### config.mk
export PLATFORM = sky130hd
export DESIGN_NAME = counter_multi_bit_flat
export DESIGN_NICKNAME = d
export VERILOG_FILES = /design/src/rtl/counter_multi_bit_if.sv /design/src/rtl/counter_multi_bit.sv /design/src/flat_wrapper.sv
export SDC_FILE = /design/constraint.sdc
export NUM_CORES = 1
export LEC_CHECK = 0
export ABC_CLOCK_PERIOD_IN_PS = 2800
export BUFFER_PORTS_ARGS = -buffer_cell sky130_fd_sc_hd__buf_2
export CAP_MARGIN = 30
export CORE_MARGIN = 4
export CORE_UTILIZATION = 50
export CTS_CLUSTER_SIZE = 28
export DETAILED_ROUTE_END_ITERATION = 10
export PLACE_DENSITY = 0.83
export SLEW_MARGIN = 20
export SYNTH_ARGS = -nofsm -noshare
export SYNTH_HDL_FRONTEND = slang
export SYNTH_SLANG_ARGS = --single-unit
### constraint.sdc
create_clock -name clk -period 2.8 [get_ports clk]
set_clock_uncertainty 0.1 [all_clocks]
set_input_delay 0.28 -clock clk [delete_from_list [all_inputs] [get_ports clk]]
set_output_delay 0.28 -clock clk [all_outputs]
set_load 0.02 [all_outputs]
### src/rtl/counter_multi_bit_if.sv
// Control/status bundle for counter_multi_bit: master drives controls, slave is the counter.
// flag is driven combinationally by the slave; count/wrap/done are registered.
interface counter_multi_bit_if #(
  parameter int WIDTH = 8
);
  logic             run;
  logic             up;
  logic             clr;
  logic             load;
  logic [WIDTH-1:0] load_val;
  logic [WIDTH-1:0] limit;
  logic [WIDTH-1:0] count;
  logic             flag;
  logic             wrap;
  logic             done;

  modport master (
    output run, up, clr, load, load_val, limit,
    input  count, flag, wrap, done
  );

  modport slave (
    input  run, up, clr, load, load_val, limit,
    output count, flag, wrap, done
  );
endinterface

### src/rtl/counter_multi_bit.sv
// Up/down counter over 0..limit with wrap or saturate boundary handling; 1-cycle update latency.
// No backpressure: clr > load > run priority is resolved every edge, flag is combinational.
module counter_multi_bit #(
  parameter int WIDTH    = 8,
  parameter bit SATURATE = 1'b0
) (
  input  logic                clk,
  input  logic                rst,
  counter_multi_bit_if.slave  bus
);

  typedef enum logic [1:0] {
    ST_IDLE  = 2'd0,
    ST_COUNT = 2'd1,
    ST_DONE  = 2'd2
  } state_t;

  localparam logic [WIDTH-1:0] ONE  = WIDTH'(1);
  localparam logic [WIDTH-1:0] ZERO = '0;

  state_t           state_q, state_d;
  logic [WIDTH-1:0] count_q, count_d;
  logic             wrap_q, wrap_d;
  logic             done_q, done_d;
  logic             at_bound;
  logic             active;

  // Up boundary uses >= so a limit lowered under the current count is caught immediately.
  assign at_bound = bus.up ? (count_q >= bus.limit) : (count_q == ZERO);
  assign active   = bus.run && (state_q != ST_DONE);

  always_ff @(posedge clk) begin
    if (!rst) begin
      state_q <= ST_IDLE;
    end else begin
      state_q <= state_d;
    end
  end

  always_comb begin
    state_d = state_q;
    if (bus.clr || bus.load) begin
      state_d = ST_IDLE;
    end else begin
      case (state_q)
        ST_IDLE:  if (bus.run) state_d = (SATURATE && at_bound) ? ST_DONE : ST_COUNT;
        ST_COUNT: begin
          if (!bus.run)                 state_d = ST_IDLE;
          else if (SATURATE && at_bound) state_d = ST_DONE;
        end
        ST_DONE:  state_d = ST_DONE;
        default:  state_d = ST_IDLE;
      endcase
    end
  end

  always_comb begin
    count_d = count_q;
    wrap_d  = 1'b0;
    done_d  = done_q;
    if (bus.clr) begin
      count_d = ZERO;
      done_d  = 1'b0;
    end else if (bus.load) begin
      count_d = (bus.load_val > bus.limit) ? bus.limit : bus.load_val;
      done_d  = 1'b0;
    end else if (active) begin
      if (!at_bound) begin
        count_d = bus.up ? (count_q + ONE) : (count_q - ONE);
      end else if (SATURATE) begin
        done_d = 1'b1;
      end else begin
        count_d = bus.up ? ZERO : bus.limit;
        wrap_d  = 1'b1;
      end
    end
  end

  always_ff @(posedge clk) begin
    if (!rst) begin
      count_q <= ZERO;
      wrap_q  <= 1'b0;
      done_q  <= 1'b0;
    end else begin
      count_q <= count_d;
      wrap_q  <= wrap_d;
      done_q  <= done_d;
    end
  end

  assign bus.count = count_q;
  assign bus.wrap  = wrap_q;
  assign bus.done  = done_q;
  assign bus.flag  = bus.up ? (count_q == bus.limit) : (count_q == ZERO);

endmodule
### src/flat_wrapper.sv
// flat-port wrapper written by rule: the top's interface ports become plain ports
module counter_multi_bit_flat 
#(
  parameter int WIDTH    = 8,
  parameter bit SATURATE = 1'b0
)
  (clk, rst, bus_run, bus_up, bus_clr, bus_load, bus_load_val, bus_limit, bus_count, bus_flag, bus_wrap, bus_done);
  counter_multi_bit_if #(.WIDTH(WIDTH)) bus_i ();
  input  logic clk;
  input  logic rst;
  input wire logic [$bits(bus_i.run)-1:0] bus_run;
  input wire logic [$bits(bus_i.up)-1:0] bus_up;
  input wire logic [$bits(bus_i.clr)-1:0] bus_clr;
  input wire logic [$bits(bus_i.load)-1:0] bus_load;
  input wire logic [$bits(bus_i.load_val)-1:0] bus_load_val;
  input wire logic [$bits(bus_i.limit)-1:0] bus_limit;
  output wire logic [$bits(bus_i.count)-1:0] bus_count;
  output wire logic [$bits(bus_i.flag)-1:0] bus_flag;
  output wire logic [$bits(bus_i.wrap)-1:0] bus_wrap;
  output wire logic [$bits(bus_i.done)-1:0] bus_done;
  assign bus_i.run = bus_run;
  assign bus_i.up = bus_up;
  assign bus_i.clr = bus_clr;
  assign bus_i.load = bus_load;
  assign bus_i.load_val = bus_load_val;
  assign bus_i.limit = bus_limit;
  assign bus_count = bus_i.count;
  assign bus_flag = bus_i.flag;
  assign bus_wrap = bus_i.wrap;
  assign bus_done = bus_i.done;
  counter_multi_bit #(.WIDTH(WIDTH), .SATURATE(SATURATE)) u_core (.clk(clk), .rst(rst), .bus(bus_i));
endmodule
==> flow_metrics.tcl, run 1 <==
set metrics [dict create \
    arrival_ns 2.28 \
    synth_top_family_by_area "compound AO/OA/AOI/OAI gates" \
    die_area_um2 3800 \
    layout_commonest_cell "buf_2" \
    path_clk_slew_ns 0.07 \
    r2r-start "u_core.bus.count[0]$_SDFFE_PP0P_" \
    synthDistinctLibCells 49 \
    startpoint "bus_limit[7]" \
    cts.sinks 11 \
    drive_gt1_share_pct 22.9 \
    die_height_um 61.6 \
    grt_most_used_layer "met2" \
    initial_core_util_pct 52.2 \
    synth_fp_nets 215 \
    placed_area_um2 1610 \
    nFillCells 249 \
    synth_top_area_cell "ha_1" \
    h-tree-depth 1 \
    ys.flop_type "dfxtp_1" \
    gr-usage-met1_pct 26.0 \
    grt_use_total_pct 19.9 \
    async_reset_ff_share_pct 0 \
    postSynthCellCount 170 \
    io_pins 33 \
    finalHoldViolations 0 \
    drt_wl_total_mm 3.48 \
    cts_resized 0 \
    required_ns 2.90 \
    syn_area_um2 1440 \
    fmax_mhz 459 \
    place_inst 228 \
    synth_seq_cells 11 \
    antenna_found_initial 0 \
    synth_top_cell_area_share_pct 19.1 \
    synth-xor-area-share_pct 3.04 \
    rows 19 \
    slew_viol_final 0 \
    vias_per_cell 6.09 \
    setup_viol 0 \
    ir_worst_vdd_mv 0.231 \
    worst_slack_ns 0.620 \
    clockBufferDepth 2 \
    critPathLaunchType "primary input" \
    synth_area_leaders "ha_1 (19%), dfxtp_1 (15%), a221oi_2 (5.2%)" \
    synth-edff-count 0 \
    postCtsSetupBuffers 0 \
    port_buffers 31 \
    synthAdderAreaFrac_pct 20.5 \
    pre_cts_ws_ns 0.335 \
    core_area_um2 2760 \
    ant_nets 0 \
    min_path_type "in -> reg" \
    crit_type "in -> reg" \
    dr.pass1.iters 4 \
    synth.area.mux_share_pct 5.57 \
    cts_tree "done" \
    whs_ns 0.185 \
    grt_pass1_vias 1277 \
    n_antenna_cell 0 \
    status "finished, final reports clean" \
    p_leak_nw 0.792 \
    synth_compound_area_share_pct 31.7 \
    cts_root_buf "clkbuf_4" \
    wire_per_inst_um 15.0 \
    finalSetupTns_ns 0 \
    final_area_um2 1630 \
    finalCritPeriodShare_pct 77.9 \
    path_max_fanout 8 \
    grt_max_degree 18 \
    ys_warn_count 0 \
    drtIter0Drc 26 \
    nets 247 \
    rsz0062_at_grt "false" \
    grtUsageMet2_pct 34.2 \
    final_cell_mix "buf_2 (31), ha_1 (22), inv_1 (17)" \
    use_met3_pct 0.839 \
    post-route-min-period_ns 2.18 \
    holdCritStartpoint "bus_run" \
    place_hpwl_mm 2.88 \
    die_w_um 61.6 \
    yosysSeqAreaShare_pct 15.3 \
    holdBufCountCts 0 \
    grt_pass1_wl_mm 5.65 \
    powerDensity_nw_per_um2 342 \
    insertion_delay_ns 0.28 \
    yosys.area_share.simple_pct 17.4 \
    numCtsBuffers 3 \
    dr_total_vias 1412 \
    fin_cells 232 \
    grt_overflow_total 0 \
    syn_to_final_growth_pct 13.5 \
    syn_area_per_cell_um2 8.46 \
    drc 0 \
    crit_path_end_kind "flop" \
    gp_congestion 0.844 \
    maxCapViolations 0 \
]
where the power goes:
group          switching (W)  leakage (nW)  internal (W)
combinational       0.000152         0.687      0.000111
sequential         0.0000141        0.0899      0.000165
clock              0.0000616        0.0150     0.0000554
layout make-up:
type	instances	area (um2)	area share [%]
Tap cell	31	38.8	2.38
Multi-Input combinational cell	138	1130	69.1
Sequential cell	11	220	13.5
Timing Repair Buffer	31	155	9.50
Clock buffer	4	26.3	1.61
Inverter	17	63.8	3.91
cell usage after synthesis, types with 2 or more instances:
library cell   n
dfxtp_1       11
xnor2_1        4
nor3b_1        2
nor3_1         3
o21ai_0       11
o2111ai_1      2
clkbuf_1       2
a21o_1         9
ha_1          22
a32o_1         2
a221oi_2       5
nand4_1        2
o211ai_1       2
nor2b_1        3
nand3_1        3
o21bai_1       2
nor4_1         2
nor2_1         6
nand2_1       11
o221ai_1       2
inv_1         17
mux2i_1        5
mux2_4         2
nand2b_1       3
a21oi_1       11
a211oi_1       3
state kept, by name, indices dropped and copies added, names as in the netlist:
name,flops
u_core.state_q,2
u_core.bus.count,8
u_core.bus.wrap,1
cell families (layout without fill, tap and decap cells):
family                     after synthesis  in the layout
DFF                                     11             11
AOI/OAI and AO/OA                       59             59
muxes                                    7              7
and+or+nand+nor                         43             43
xor gates and xnor gates                 5              5
other                                    1              1
buffers and inverters                   21             52
adders and majority gates               23             23
worst max-delay path, stage by stage:
cell	delay [ns]
buf_2	0.07
inv_1	0.08
ha_1	0.33
and4_1	0.24
a21boi_0	0.27
a22o_1	0.49
mux2_4	0.35
o221ai_1	0.17
stage by stage:
step,total power (W),util (%)
CTS,0.000558,59.2
detailed placement,0.000443,58.3
floorplan,0.000377,-
global placement,0.000438,58.3
finish,0.000559,59.2
global route,0.000602,59.2
final timing paths:
check	to	depth (start not counted)	slack [ns]
worst min-delay path	u_core.state_q[0]$_SDFFE_PP0P_	3	0.19
worst max-delay path	u_core.bus.count[5]$_SDFFE_PP0P_	8	0.62
worst min register to register	u_core.state_q[0]$_SDFFE_PP0P_	1	0.35
worst max register to register	u_core.bus.count[4]$_SDFFE_PP0P_	7	0.71
metal layers:
metal  vias up  part of all wire [%]
li1        719                     -
met1       649                    47
met2        39                    48
met4         0                   1.7
met3         5                   3.4
met5         -                     0
Power figures use the tool's default switching activity.
==> run 2, diff against run 1 <==
--- a/config.mk
+++ b/config.mk
@@ -5,14 +5,14 @@
 export SDC_FILE = /design/constraint.sdc
 export NUM_CORES = 1
 export LEC_CHECK = 0
-export ABC_CLOCK_PERIOD_IN_PS = 2800
+export ABC_CLOCK_PERIOD_IN_PS = 1750
 export BUFFER_PORTS_ARGS = -buffer_cell sky130_fd_sc_hd__buf_2
 export CAP_MARGIN = 30
 export CORE_MARGIN = 4
-export CORE_UTILIZATION = 50
+export CORE_UTILIZATION = 49
 export CTS_CLUSTER_SIZE = 28
 export DETAILED_ROUTE_END_ITERATION = 10
-export PLACE_DENSITY = 0.83
+export PLACE_DENSITY = 0.84
 export SLEW_MARGIN = 20
 export SYNTH_ARGS = -nofsm -noshare
 export SYNTH_HDL_FRONTEND = slang
==> constraint.sdc (replaced) <==
create_clock -name clk -period 1.75 [get_ports clk]
set_clock_uncertainty 0.1 [all_clocks]
set_input_delay 0.175 -clock clk [delete_from_list [all_inputs] [get_ports clk]]
set_output_delay 0.175 -clock clk [all_outputs]
set_load 0.02 [all_outputs]
==> flow_metrics.tcl, run 2 (synthesized netlist as in run 1, its figures left out) <==
set metrics [dict create \
    status "complete, but fails checks" \
    violations "setup timing" \
    drive_gt1_share_pct 52.4 \
    drtIter0Drc 108 \
    antenna_found_initial 0 \
    fmax_mhz 509 \
    wire_per_inst_um 17.3 \
    holdBufCountCts 0 \
    nFillCells 184 \
    drt_wl_total_mm 4.78 \
    cts_root_buf "clkbuf_4" \
    r2r_end "u_core.bus.count[3]$_SDFFE_PP0P_" \
    die_area_um2 3870 \
    io_pins 33 \
    setup_viol 10 \
    place_inst 269 \
    fin_cells 277 \
    grt_use_total_pct 23.7 \
    grt_pass1_vias 1692 \
    p_leak_nw 1.03 \
    r2r_slack_ns -0.21 \
    endpoint "u_core.bus.count[3]$_SDFFE_PP0P_" \
    core_area_um2 2780 \
    cts.sinks 11 \
    place_hpwl_mm 3.44 \
    powerDensity_nw_per_um2 499 \
    vias_per_cell 5.96 \
    critPathLaunchType "flop" \
    largest_reg_flops 8 \
    required_ns 1.84 \
    insertion_delay_ns 0.27 \
    total_power_w 0.00109 \
    rows 19 \
    seqCellArea_um2 235 \
    drc 0 \
    path_clk_slew_ns 0.08 \
    cts_tree "done" \
    r2r-start "u_core.bus.count[2]$_SDFFE_PP0P_" \
    multi_input_area_um2 1310 \
    final_cell_mix "buf_4 (45), buf_2 (30), ha_1 (15)" \
    min_path_type "in -> reg" \
    ir_worst_vdd_mv 0.541 \
    grt_pass1_wl_mm 7.74 \
    die_height_um 62.2 \
    numCtsBuffers 3 \
    arrival_ns 2.05 \
    dr.pass1.iters 4 \
    dr_total_vias 1650 \
    clockBufferDepth 2 \
    final_area_um2 2180 \
    gp_congestion 0.879 \
    placed_area_um2 1990 \
    grt_max_degree 12 \
    r2r_cells 6 \
    nets 292 \
    syn_to_final_growth_pct 51.5 \
    post-route-min-period_ns 1.96 \
    slew_viol_final 0 \
    ant_nets 0 \
    crit_path_end_kind "flop" \
    grt_overflow_total 0 \
    startpoint "u_core.bus.count[2]$_SDFFE_PP0P_" \
    initial_core_util_pct 51.7 \
    layout_commonest_cell "buf_4" \
    h-tree-depth 1 \
    path_max_fanout 3 \
    port_buffers 31 \
    finalCritPeriodShare_pct 112 \
    maxCapViolations 0 \
    crit_type "reg -> reg" \
    n_antenna_cell 0 \
    finalHoldViolations 0 \
    die_w_um 62.2 \
    worst_slack_ns -0.214 \
    rsz0062_at_grt "true" \
]
## run 2: cell count changes in the layout (fill, tap and decap cells not counted), moves of 4 or more
| cell | change |
|---|---|
| buf_4 | +45 |
| ha_1 | -7 |
| dfxtp_1 | -6 |
| ha_4 | +6 |
| a21oi_1 | -5 |
| a21oi_2 | +4 |
| inv_1 | -4 |
## run 2: layout make-up
cell class	count	share of cell area, %
Multi-Input combinational cell	138	59.9
Timing Repair Buffer	76	22.9
Sequential cell	11	10.8
Inverter	17	3.39
Tap cell	31	1.78
Clock buffer	4	1.21
## run 2: how the worst min path moves through the flow
stage / from / end / slack [ns] / cells past startpoint
final: bus_run / u_core.state_q[0]$_SDFFE_PP0P_ / 0.10 / 3
after global routing: bus_run / u_core.state_q[0]$_SDFFE_PP0P_ / 0.11 / 3
after CTS: bus_run / u_core.state_q[0]$_SDFFE_PP0P_ / 0.10 / 3
after detailed placement: u_core.state_q[1]$_SDFFE_PP0P_ / u_core.state_q[0]$_SDFFE_PP0P_ / 0.31 / 1
after global placement: u_core.state_q[1]$_SDFFE_PP0P_ / u_core.state_q[0]$_SDFFE_PP0P_ / 0.30 / 1
after floorplan: bus_run / u_core.state_q[0]$_SDFFE_PP0P_ / 0.22 / 2
## run 2: what timing repair did
action,4_1_cts,5_1_grt
hold endpoints to repair,0,0
setup endpoints to repair,10,10
pin swaps,7,4
gates resized for setup,13,17
gates cloned,0,0
setup buffers,3,1
## run 2: power by group
group | switching (W) | internal [W] | total (W)
logic | 0.000326 | 0.000302 | 0.000628
registers | 0.0000199 | 0.000264 | 0.000284
clock network | 0.0000879 | 0.0000883 | 0.000176
total | 0.000434 | 0.000655 | 0.00109
## run 2: metal layers
metal / global-route usage [%] / vias up / routed length [um]
met2: 42.6 / 69 / 2420
met5: 0 / - / 0
met1: 28.6 / 760 / 1860
met4: 4.07 / 0 / 146
met3: 5.59 / 18 / 354
li1: - / 803 / -
## run 2: through the flow
step / worst slack (ns) / hold slack (ns) / TNS [ns] / utilization [%]
final: -0.214 / 0.103 / -1.82 / 78.4
after global routing: -0.262 / 0.114 / -2.39 / 78.4
after CTS: -0.174 / 0.103 / -1.34 / 74.7
after detailed placement: -0.393 / 0.313 / -2.70 / 71.6
after global placement: -0.294 / 0.304 / -2.21 / 71.6
after floorplan: -0.105 / 0.216 / -0.736 / -
## run 2: critical path, stage by stage (launching register included)
cell and delay (ns):
dfxtp_2 0.34, or4_4 0.58, nor3_4 0.27, buf_4 0.16, a21oi_2 0.07, a21o_1 0.18, a221oi_2 0.17
